<file path="src/rtl/bar_update_scheduler_if.sv">
// Bar update scheduler bus: vblank, the two command requesters with
// their ready handshake, and the bar renderer / status outputs.
interface bar_update_scheduler_if;
  logic        i_vblank;
  logic        a_valid;
  logic [10:0] a_cmd;
  logic        a_ready;
  logic        b_valid;
  logic [10:0] b_cmd;
  logic        b_ready;
  logic [8:0]  yBar1;
  logic [8:0]  yBar2;
  logic        incDecBar1;
  logic        incDecBar2;
  logic        refreshBar1;
  logic        refreshBar2;
  logic [1:0]  o_pending;
  logic        o_busy;

  // Command sources, vblank timing and the renderer side.
  modport master (
    output i_vblank, a_valid, a_cmd, b_valid, b_cmd,
    input  a_ready, b_ready, yBar1, yBar2, incDecBar1, incDecBar2,
    input  refreshBar1, refreshBar2, o_pending, o_busy
  );

  // The scheduler itself.
  modport slave (
    input  i_vblank, a_valid, a_cmd, b_valid, b_cmd,
    output a_ready, b_ready, yBar1, yBar2, incDecBar1, incDecBar2,
    output refreshBar1, refreshBar2, o_pending, o_busy
  );
endinterface

</file>
<file path="src/rtl/bar_update_scheduler.sv">
// Bar update scheduler: two 1-entry command holding registers with
// round-robin arbitration; saturating bar moves are committed only during
// vertical blanking, limited to UPD_PER_FRAME commands per blanking interval.
module bar_update_scheduler #(
  parameter logic [8:0] Y_MIN         = 9'd0,
  parameter logic [8:0] Y_MAX         = 9'd420,
  parameter logic [8:0] Y_RESET       = 9'd210,
  parameter logic [2:0] UPD_PER_FRAME = 3'd2
) (
  input logic                   CLK,
  input logic                   RST_BTN,
  bar_update_scheduler_if.slave bus
);

  localparam logic [1:0] S_IDLE  = 2'd0;
  localparam logic [1:0] S_GRANT = 2'd1;
  localparam logic [1:0] S_APPLY = 2'd2;

  logic [1:0]  state_q, state_d;
  logic        vblank_q;
  logic [2:0]  budget_q, budget_d;
  logic        a_full_q, a_full_d, b_full_q, b_full_d;
  logic [10:0] a_cmd_q, a_cmd_d, b_cmd_q, b_cmd_d;
  logic [10:0] work_q, work_d;
  logic        last_b_q, last_b_d;
  logic [8:0]  ybar1_q, ybar1_d, ybar2_q, ybar2_d;
  logic        incdec1_q, incdec1_d, incdec2_q, incdec2_d;
  logic        refresh1_q, refresh1_d, refresh2_q, refresh2_d;
  logic        a_ready_q, a_ready_d, b_ready_q, b_ready_d;
  logic        busy_q, busy_d;

  logic        a_accept_s, b_accept_s;
  logic        grant_b_s, a_grant_s, b_grant_s;
  logic [8:0]  cur_y_s, new_y_s;

  // Saturating move: 10-bit intermediate so y + mag cannot wrap.
  function automatic logic [8:0] next_pos(input logic [8:0] y,
                                          input logic       inc,
                                          input logic [8:0] mag);
    logic [9:0] sum;
    logic [9:0] room;
    sum  = {1'b0, y} + {1'b0, mag};
    room = {1'b0, y} - {1'b0, Y_MIN};
    if (inc) begin
      if (sum > {1'b0, Y_MAX}) next_pos = Y_MAX;
      else                     next_pos = sum[8:0];
    end else begin
      if ({1'b0, mag} <= room) next_pos = y - mag;
      else                     next_pos = Y_MIN;
    end
  endfunction

  // Ready is registered (never depends on valid), so accept needs only !full.
  assign a_accept_s = bus.a_valid && !a_full_q;
  assign b_accept_s = bus.b_valid && !b_full_q;

  // Round-robin winner: a lone full entry wins, a tie goes to the port not granted last.
  always_comb begin
    if (a_full_q && b_full_q) grant_b_s = !last_b_q;
    else if (b_full_q)        grant_b_s = 1'b1;
    else                      grant_b_s = 1'b0;
  end

  assign a_grant_s = (state_q == S_GRANT) && !grant_b_s;
  assign b_grant_s = (state_q == S_GRANT) && grant_b_s;

  assign cur_y_s = work_q[9] ? ybar2_q : ybar1_q;
  assign new_y_s = next_pos(cur_y_s, work_q[10], work_q[8:0]);

  // Port A holding register: fill on accept, empty when granted.
  always_comb begin
    if (a_accept_s) begin
      a_full_d = 1'b1;
      a_cmd_d  = bus.a_cmd;
    end else if (a_grant_s) begin
      a_full_d = 1'b0;
      a_cmd_d  = a_cmd_q;
    end else begin
      a_full_d = a_full_q;
      a_cmd_d  = a_cmd_q;
    end
  end

  // Port B holding register: fill on accept, empty when granted.
  always_comb begin
    if (b_accept_s) begin
      b_full_d = 1'b1;
      b_cmd_d  = bus.b_cmd;
    end else if (b_grant_s) begin
      b_full_d = 1'b0;
      b_cmd_d  = b_cmd_q;
    end else begin
      b_full_d = b_full_q;
      b_cmd_d  = b_cmd_q;
    end
  end

  // Per-frame budget: reload on vblank rise, zero outside vblank, spend one per apply.
  always_comb begin
    if (!bus.i_vblank)                           budget_d = 3'd0;
    else if (!vblank_q)                          budget_d = UPD_PER_FRAME;
    else if (state_q == S_APPLY && budget_q != 3'd0) budget_d = budget_q - 3'd1;
    else                                         budget_d = budget_q;
  end

  // Sequencer: detect work in IDLE, arbitrate in GRANT, commit the move in APPLY.
  always_comb begin
    state_d    = state_q;
    work_d     = work_q;
    last_b_d   = last_b_q;
    ybar1_d    = ybar1_q;
    ybar2_d    = ybar2_q;
    incdec1_d  = incdec1_q;
    incdec2_d  = incdec2_q;
    refresh1_d = 1'b0;
    refresh2_d = 1'b0;
    case (state_q)
      S_IDLE: begin
        if (bus.i_vblank && budget_q != 3'd0 && (a_full_q || b_full_q)) state_d = S_GRANT;
        else                                                            state_d = S_IDLE;
      end
      S_GRANT: begin
        state_d  = S_APPLY;
        last_b_d = grant_b_s;
        if (grant_b_s) work_d = b_cmd_q;
        else           work_d = a_cmd_q;
      end
      S_APPLY: begin
        state_d = S_IDLE;
        if (work_q[9]) begin
          ybar2_d    = new_y_s;
          incdec2_d  = work_q[10];
          refresh2_d = 1'b1;
        end else begin
          ybar1_d    = new_y_s;
          incdec1_d  = work_q[10];
          refresh1_d = 1'b1;
        end
      end
      default: begin
        state_d = S_IDLE;
      end
    endcase
  end

  assign a_ready_d = !a_full_d;
  assign b_ready_d = !b_full_d;
  assign busy_d    = (state_d != S_IDLE);

  // State and output registers with synchronous reset.
  always_ff @(posedge CLK) begin
    if (RST_BTN) begin
      state_q    <= S_IDLE;
      vblank_q   <= 1'b0;
      budget_q   <= 3'd0;
      a_full_q   <= 1'b0;
      b_full_q   <= 1'b0;
      a_cmd_q    <= 11'd0;
      b_cmd_q    <= 11'd0;
      work_q     <= 11'd0;
      last_b_q   <= 1'b1;
      ybar1_q    <= Y_RESET;
      ybar2_q    <= Y_RESET;
      incdec1_q  <= 1'b0;
      incdec2_q  <= 1'b0;
      refresh1_q <= 1'b0;
      refresh2_q <= 1'b0;
      a_ready_q  <= 1'b1;
      b_ready_q  <= 1'b1;
      busy_q     <= 1'b0;
    end else begin
      state_q    <= state_d;
      vblank_q   <= bus.i_vblank;
      budget_q   <= budget_d;
      a_full_q   <= a_full_d;
      b_full_q   <= b_full_d;
      a_cmd_q    <= a_cmd_d;
      b_cmd_q    <= b_cmd_d;
      work_q     <= work_d;
      last_b_q   <= last_b_d;
      ybar1_q    <= ybar1_d;
      ybar2_q    <= ybar2_d;
      incdec1_q  <= incdec1_d;
      incdec2_q  <= incdec2_d;
      refresh1_q <= refresh1_d;
      refresh2_q <= refresh2_d;
      a_ready_q  <= a_ready_d;
      b_ready_q  <= b_ready_d;
      busy_q     <= busy_d;
    end
  end

  assign bus.a_ready     = a_ready_q;
  assign bus.b_ready     = b_ready_q;
  assign bus.yBar1       = ybar1_q;
  assign bus.yBar2       = ybar2_q;
  assign bus.incDecBar1  = incdec1_q;
  assign bus.incDecBar2  = incdec2_q;
  assign bus.refreshBar1 = refresh1_q;
  assign bus.refreshBar2 = refresh2_q;
  assign bus.o_pending   = {b_full_q, a_full_q};
  assign bus.o_busy      = busy_q;

endmodule

</file>
<file path="src/flat_wrapper.sv">
// flat-port wrapper written by rule: the top's interface ports become plain ports
module bar_update_scheduler_flat 
#(
  parameter logic [8:0] Y_MIN         = 9'd0,
  parameter logic [8:0] Y_MAX         = 9'd420,
  parameter logic [8:0] Y_RESET       = 9'd210,
  parameter logic [2:0] UPD_PER_FRAME = 3'd2
)
  (CLK, RST_BTN, bus_i_vblank, bus_a_valid, bus_a_cmd, bus_b_valid, bus_b_cmd, bus_a_ready, bus_b_ready, bus_yBar1, bus_yBar2, bus_incDecBar1, bus_incDecBar2, bus_refreshBar1, bus_refreshBar2, bus_o_pending, bus_o_busy);
  bar_update_scheduler_if bus_i ();
  input logic CLK;
  input logic RST_BTN;
  input wire logic [$bits(bus_i.i_vblank)-1:0] bus_i_vblank;
  input wire logic [$bits(bus_i.a_valid)-1:0] bus_a_valid;
  input wire logic [$bits(bus_i.a_cmd)-1:0] bus_a_cmd;
  input wire logic [$bits(bus_i.b_valid)-1:0] bus_b_valid;
  input wire logic [$bits(bus_i.b_cmd)-1:0] bus_b_cmd;
  output wire logic [$bits(bus_i.a_ready)-1:0] bus_a_ready;
  output wire logic [$bits(bus_i.b_ready)-1:0] bus_b_ready;
  output wire logic [$bits(bus_i.yBar1)-1:0] bus_yBar1;
  output wire logic [$bits(bus_i.yBar2)-1:0] bus_yBar2;
  output wire logic [$bits(bus_i.incDecBar1)-1:0] bus_incDecBar1;
  output wire logic [$bits(bus_i.incDecBar2)-1:0] bus_incDecBar2;
  output wire logic [$bits(bus_i.refreshBar1)-1:0] bus_refreshBar1;
  output wire logic [$bits(bus_i.refreshBar2)-1:0] bus_refreshBar2;
  output wire logic [$bits(bus_i.o_pending)-1:0] bus_o_pending;
  output wire logic [$bits(bus_i.o_busy)-1:0] bus_o_busy;
  assign bus_i.i_vblank = bus_i_vblank;
  assign bus_i.a_valid = bus_a_valid;
  assign bus_i.a_cmd = bus_a_cmd;
  assign bus_i.b_valid = bus_b_valid;
  assign bus_i.b_cmd = bus_b_cmd;
  assign bus_a_ready = bus_i.a_ready;
  assign bus_b_ready = bus_i.b_ready;
  assign bus_yBar1 = bus_i.yBar1;
  assign bus_yBar2 = bus_i.yBar2;
  assign bus_incDecBar1 = bus_i.incDecBar1;
  assign bus_incDecBar2 = bus_i.incDecBar2;
  assign bus_refreshBar1 = bus_i.refreshBar1;
  assign bus_refreshBar2 = bus_i.refreshBar2;
  assign bus_o_pending = bus_i.o_pending;
  assign bus_o_busy = bus_i.o_busy;
  bar_update_scheduler #(.Y_MIN(Y_MIN), .Y_MAX(Y_MAX), .Y_RESET(Y_RESET), .UPD_PER_FRAME(UPD_PER_FRAME)) u_core (.CLK(CLK), .RST_BTN(RST_BTN), .bus(bus_i));
endmodule
</file>
<file path="config.mk">
export PLATFORM = sky130hd
export DESIGN_NAME = bar_update_scheduler_flat
export DESIGN_NICKNAME = d
export VERILOG_FILES = /design/src/rtl/bar_update_scheduler_if.sv /design/src/rtl/bar_update_scheduler.sv /design/src/flat_wrapper.sv
export SDC_FILE = /design/constraint.sdc
export NUM_CORES = 1
export LEC_CHECK = 0
export ABC_CLOCK_PERIOD_IN_PS = 4400
export BUFFER_PORTS_ARGS = -buffer_cell sky130_fd_sc_hd__buf_2
export CORE_ASPECT_RATIO = 0.75
export CORE_MARGIN = 3
export CORE_UTILIZATION = 50
export CTS_BUF_LIST = sky130_fd_sc_hd__clkbuf_16
export CTS_CLUSTER_SIZE = 10
export DETAILED_ROUTE_END_ITERATION = 16
export PLACE_DENSITY = 0.71
export SLEW_MARGIN = 20
export SYNTH_ARGS = -nofsm -noshare
export SYNTH_HDL_FRONTEND = slang
export SYNTH_SLANG_ARGS = --single-unit
</file>
<file path="constraint.sdc">
create_clock -name CLK -period 4.4 [get_ports CLK]
set_input_delay 0.22 -clock CLK [delete_from_list [all_inputs] [get_ports CLK]]
set_output_delay 0.22 -clock CLK [all_outputs]
set_load 0.05 [all_outputs]
</file>
=== Yosys cells after proc, flatten, opt, wreduce, memory -nomap -nowiden ===
Cells that the tools add are included.

* Register bits after elaboration: 67
* Logic and storage cells: 71
* Memories kept: 0
* Output and inout port bits: 27
* ROM bits: 0
* Bits in writable memories: 0
* Input bits: 27
* Latch bits: 0

* $add $sub $neg: 3
* Shifts and indexed selects: 0
* Mux-type cells: 17
* $mul: 0
* Divide/modulo/power cells: 0
* Reductions and logical operators: 23
* Eq/ne operators: 3
* Order comparisons: 2
* Bitwise gates (word level): 4

{| class="wikitable"
|+ Operators by type and width
! cell !! count
|-
| $mux W9 || 4
|-
| $mux W11 || 1
|-
| $add A9 B9 Y10 || 1
|-
| $gt A10 B9 Y1 const B || 1
|-
| $le A9 B9 Y1 || 1
|-
| $mux W1 || 9
|-
| $sub A9 B9 Y9 || 1
|-
| $logic_and A1 B1 Y1 || 8
|-
| $logic_not A1 Y1 || 6
|-
| $mux W2 || 2
|-
| $not A1 Y1 || 4
|-
| $pmux W2 S2 || 1
|-
| $reduce_and A2 Y1 || 2
|-
| $reduce_or A2 Y1 || 2
|-
| $reduce_bool A3 Y1 || 1
|-
| $reduce_or A3 Y1 || 1
|-
| $sub A3 B1 Y3 const B || 1
|-
| $eq A2 B1 Y1 const B || 1
|-
| $eq A2 B2 Y1 const B || 1
|-
| $logic_not A2 Y1 || 1
|-
| $ne A2 B2 Y1 const B || 1
|-
| $reduce_bool A2 Y1 || 1
|-
| $logic_or A1 B1 Y1 || 1
|}

=== Depth between registers and ports, before layout ===
* Word-level depth: 7
* Depth in mapped cells: 13
* Mapped depth without buffers: 12

=== Worst setup path before layout ===
Ideal clock, no wire load.

* Path type: flip-flop to flip-flop
* Start: register u_core.work_q[9]
* End: register u_core.ybar2_q[1], in the netlist u_core.bus.yBar2[1]
* Setup time: 0.128 ns
* Required time: 4.272 ns
* Cell stages (with the launch flop): 14
* Setup slack: 1.256 ns
* Path buffers: 1
* Clock period less this slack: 3.144 ns
* Arrival: 3.016 ns
* Cell sequence: dfxtp_1 -> buf_1 -> mux2i_1 -> inv_1 -> ha_1 -> inv_1 -> fa_1 -> or2_4 -> a211oi_1 -> o311ai_1 -> a2111oi_4 -> o22ai_1 -> a22oi_1 -> a21oi_1

* Word-level cells in the longest chain between the ends: 5
* Elaborated cells between the ends (all ways): 9
* Those cells by class: add/sub: 2; order compare: 2; mux: 4; reduce/logical: 1

{| class="wikitable"
|+ RTL lines
! what !! line !! text
|-
| start: declaration || bar_update_scheduler.sv:24 || <nowiki>logic [10:0] work_q, work_d;</nowiki>
|-
| start signal: assignment || bar_update_scheduler.sv:179 || <nowiki>work_q <= work_d;</nowiki>
|-
| $mux W9 || bar_update_scheduler.sv:67 || <nowiki>assign cur_y_s = work_q[9] ? ybar2_q : ybar1_q;</nowiki>
|-
| $add A9 B9 Y10 || bar_update_scheduler.sv:42 || <nowiki>sum = {1'b0, y} + {1'b0, mag};</nowiki>
|-
| $gt A10 B9 Y1 || bar_update_scheduler.sv:45 || <nowiki>if (sum > {1'b0, Y_MAX}) next_pos = Y_MAX;</nowiki>
|-
| $mux W9 || bar_update_scheduler.sv:45 ||
|-
| $mux W9 || bar_update_scheduler.sv:44 || <nowiki>if (inc) begin</nowiki>
|-
| end signal: assignment || bar_update_scheduler.sv:182 || <nowiki>ybar2_q <= ybar2_d;</nowiki>
|-
| end: declaration || bar_update_scheduler.sv:26 || <nowiki>logic [8:0] ybar1_q, ybar1_d, ybar2_q, ybar2_d;</nowiki>
|}

Parallel ways exist; a longest one is shown, timed or not.
A chain may end at the register's enable or synchronous reset.

=== Worst setup path in the final report ===
Same ends and word-level chain as after synthesis.

==> flow_summary_export.csv <==
group,metric,value,unit
timing,maxClockFrequency,277,MHz
routing,totalWireLength,9020,µm
timing,setup-tns-final,0,ns
final_layout,synthToLayoutAreaGrowth,17.1,%
timing,layout_worst_path_cycle_share,82.2,%
die,die_h,79.5,µm
final_layout,fin_nets,529,
cts,post_cts_hold_buffer_count,0,
cts,clk_root_buffer_cell,"sky130_fd_sc_hd__clkbuf_16",
final_layout,layoutNonFillerInstCount,583,
critical_path,crit-reg2reg-launch,"u_core.work_q[9]",
cts,tritoncts,"built",
routing,routed-wl-met2,3980,µm
pwr,maximum_vdd_ir_drop,0.227,mV
routing,ant_nets,0,
routing,detail_route.iter0.violations,222,
hold_path,hold_path_class,"in -> reg",
yosys,synth_area_leaders,"sky130_fd_sc_hd__dfxtp_1 (37%), sky130_fd_sc_hd__nand2_1 (7.4%), sky130_fd_sc_hd__ha_1 (7.0%)",
global_route,globalRouteOverflowTotal,0,
yosys,ys_dominant_reg_cell,"sky130_fd_sc_hd__dfxtp_1",
critical_path,r2r.worst_path.cells,12,
pwr,leakagePower,1.68,nW
cts,clk_pin_slew,0.06,ns
yosys,ys_types,58,
routing,via_per_inst,5.52,
routing,routedLengthMet1,4280,µm
critical_path,r2r-end,"u_core.bus.yBar2[1]",
final_layout,most_common_cell_after_layout_fill_and_taps_aside,"sky130_fd_sc_hd__nand2_1",
timing,finalSetupViolCount,0,
timing,worst_clock_skew,0.00647,ns
yosys,synthDominantAreaCellType,"sky130_fd_sc_hd__dfxtp_1",
die,core.rowCount,26,
critical_path,cp_data_required_time,4.59,ns
cts,htree_num_levels,3,
routing,detail_route.drc_violations,0,
yosys,synth_seq_area_share,37.3,%
run,max-cap-violations,0,
critical_path,crit_arrival,3.81,ns
yosys,postSynthRegisterBits,67,
yosys,syn_inst,439,
critical_path,cp-end-kind,"flop",
critical_path,critPathLaunchType,"flop",
cts,clockBufferDepth,2,
timing,worst-slew-pin-transition,0.996,ns
final_layout,design_area,0.00422,mm²
routing,dr_total_vias,3219,
timing,relative_slew_slack,33.6,%
cts,cts_buffers,9,
die,die_x,104,µm
global_route,grt_pass1_vias,3111,
hold_path,whs_endpoint,"u_core.b_cmd_q[8]",
placement,placedCellCount,567,
yosys,synth-edff-count,0,
hold_path,worstHoldPathCells,3,
final_layout,layout-drive-gt1-share,17.7,%
placement,numPortBuffers,53,
yosys,post_synth_net_total,488,
placement,placed_area,0.00389,mm²
yosys,asr_flop_ratio_synth,0,%
critical_path,worstPathMaxFanout,14,
global_route,grt_antenna_before_repair,0,
final_layout,layout_common_cells,"sky130_fd_sc_hd__nand2_1 (71), sky130_fd_sc_hd__dfxtp_1 (67), sky130_fd_sc_hd__buf_2 (53)",
routing,routed.top_layer,"met4",
placement,final_weighted_congestion_of_routability_driven_global_placement,0.885,
global_route,grt_start_max_net_pins,57,
placement,dp_hpwl,6770,µm
yosys,synth_top_area_share,37.3,%
die,starting_density_of_the_core,52.2,%
yosys,synth.cell_area,0.00360,mm²
yosys,postSynthAreaPerCell,8.20,µm²
hold_path,timing.hold.worst.start,"bus_b_cmd[8]",
global_route,grt.total_usage,22.9,%
die,die_area,0.00826,mm²
timing,grt_setup_unrepaired,"false",
timing,timing.final.hold_violations,0,
die,floorplan.io_pins,54,
run_status,run_status,"finished clean",
timing,finalWorstPathRequiredPeriod,3.62,ns
critical_path,crit_type,"reg -> reg",
die,fp.coreArea,0.00690,mm²
cts,clock_insertion_delay_worst_skew,0.32,ns
yosys,synth-warning-count,0,
global_route,grt_first_pass_wirelength,15300,µm
routing,met3_wirelength,700,µm
routing,drt-pass1-iter-count,5,
critical_path,regToRegSetupSlack,0.78,ns
final_layout,filler_cell_count,615,
pwr,power_per_cell_area,370,mW/mm²
routing,route.detailed.wl_per_inst,15.5,µm
cts,tritoncts_num_sinks,67,
timing,finalMaxSlewViolations,0,
cts,cts_resized,0,
final_layout,insertedDiodeCount,0,
cts,post-cts-setup-buffer-count,0,
synth_stat cells (2+ instances only):
cell                       count
sky130_fd_sc_hd__a211o_1       2
sky130_fd_sc_hd__a211oi_1     15
sky130_fd_sc_hd__a21o_1        6
sky130_fd_sc_hd__a21oi_1      46
sky130_fd_sc_hd__a22o_1        2
sky130_fd_sc_hd__a22oi_1       3
sky130_fd_sc_hd__a311oi_1      4
sky130_fd_sc_hd__a31oi_1       2
sky130_fd_sc_hd__buf_1         2
sky130_fd_sc_hd__buf_4         2
sky130_fd_sc_hd__clkbuf_1     18
sky130_fd_sc_hd__dfxtp_1      67
sky130_fd_sc_hd__fa_1          2
sky130_fd_sc_hd__ha_1         20
sky130_fd_sc_hd__inv_1        21
sky130_fd_sc_hd__mux2_2        7
sky130_fd_sc_hd__mux2i_1      13
sky130_fd_sc_hd__nand2_1      71
sky130_fd_sc_hd__nand2b_1     10
sky130_fd_sc_hd__nand3_1       3
sky130_fd_sc_hd__nand4_1       4
sky130_fd_sc_hd__nor2_1       40
sky130_fd_sc_hd__nor2b_1       9
sky130_fd_sc_hd__nor3_1        5
sky130_fd_sc_hd__nor4_1        2
sky130_fd_sc_hd__o211ai_1      2
sky130_fd_sc_hd__o21a_1        2
sky130_fd_sc_hd__o21ai_0      14
sky130_fd_sc_hd__o21ai_1       3
sky130_fd_sc_hd__o21bai_1      2
sky130_fd_sc_hd__o22ai_1       2
sky130_fd_sc_hd__o311ai_1      2
sky130_fd_sc_hd__or2_2         2
sky130_fd_sc_hd__or3_1         2
sky130_fd_sc_hd__xnor2_1       5
sky130_fd_sc_hd__xor2_1        5
layout make-up:
cell class	instances	area, µm²	share of cell area [%]
clock buffer	9	225	5.34
clock inverter	7	100	2.37
timing repair buffer	55	280	6.65
sequential	67	1340	31.8
tap	98	123	2.91
multi-input combinational	326	2070	49.1
inverter	21	78.8	1.87
worst max-delay path, cell delays in order (launching register included):
cell,delay [ns]
sky130_fd_sc_hd__dfxtp_1,0.69
sky130_fd_sc_hd__mux2i_1,0.20
sky130_fd_sc_hd__inv_1,0.09
sky130_fd_sc_hd__ha_1,0.16
sky130_fd_sc_hd__inv_1,0.06
sky130_fd_sc_hd__fa_1,0.40
sky130_fd_sc_hd__or2_4,0.26
sky130_fd_sc_hd__a211oi_1,0.38
sky130_fd_sc_hd__o311ai_1,0.23
sky130_fd_sc_hd__a2111oi_4,0.49
sky130_fd_sc_hd__o22ai_1,0.19
sky130_fd_sc_hd__a22oi_1,0.21
sky130_fd_sc_hd__a21oi_1,0.11
where the power goes:
group	switching, mW	internal [mW]
registers	0.0130	0.626
logic	0.0952	0.0540
clock network	0.273	0.500
total	0.381	1.18
kinds of logic after synthesis:
group	Yosys count	share of synthesized area (%)
buffers and inverters	46	5.28
AO/OA/AOI/OAI	120	22.0
XOR/XNOR	10	2.43
adder cells (fa/ha/maj)	22	8.06
multiplexers	20	5.80
flip-flops	67	37.3
AND/OR/NAND/NOR	154	19.2
metrics by stage:
step	setup slack (ns)	hold WS [ns]	utilization [%]	power [mW]
2_1_floorplan	1.26	0.319	-	0.759
3_3_place_gp	0.928	0.422	56.4	0.798
3_5_place_dp	0.811	0.436	56.4	0.800
4_1_cts	0.798	0.123	61.1	1.57
5_1_grt	0.529	0.118	61.1	1.62
6_report	0.785	0.128	61.1	1.56
worst max-delay path by stage:
stage	start	endpoint	slack, ns
final	u_core.work_q[9]	u_core.bus.yBar2[1]	0.78
after global placement	u_core.work_q[9]	u_core.bus.yBar1[1]	0.93
after detailed placement	u_core.work_q[9]	u_core.bus.yBar2[1]	0.81
after floorplan	u_core.work_q[9]	u_core.bus.yBar2[1]	1.26
after CTS	u_core.work_q[9]	u_core.bus.yBar2[1]	0.80
after global routing	u_core.work_q[9]	u_core.bus.yBar2[1]	0.53
state kept, by name, summed over array words and instances (netlist names):
| signal | count |
|---|---|
| u_core.a_cmd_q | 11 |
| u_core.b_cmd_q | 11 |
| u_core.work_q | 11 |
| u_core.bus.yBar1 | 9 |
| u_core.bus.yBar2 | 9 |
| u_core.budget_q | 3 |
| u_core.state_q | 2 |
| u_core.a_full_q | 1 |
| u_core.b_full_q | 1 |
| u_core.bus.a_ready | 1 |
| u_core.bus.b_ready | 1 |
| u_core.bus.incDecBar1 | 1 |
| u_core.bus.incDecBar2 | 1 |
| u_core.bus.o_busy | 1 |
| u_core.bus.refreshBar1 | 1 |
| u_core.bus.refreshBar2 | 1 |
| u_core.last_b_q | 1 |
| u_core.vblank_q | 1 |
metal layers:
metal | global-route usage [%] | up-vias
met2 | 36.0 | 139
met1 | 31.7 | 1468
met3 | 6.31 | 6
met4 | 4.78 | 0
met5 | 0 | -
li1 | - | 1606
Power figures use the tool's default switching activity.
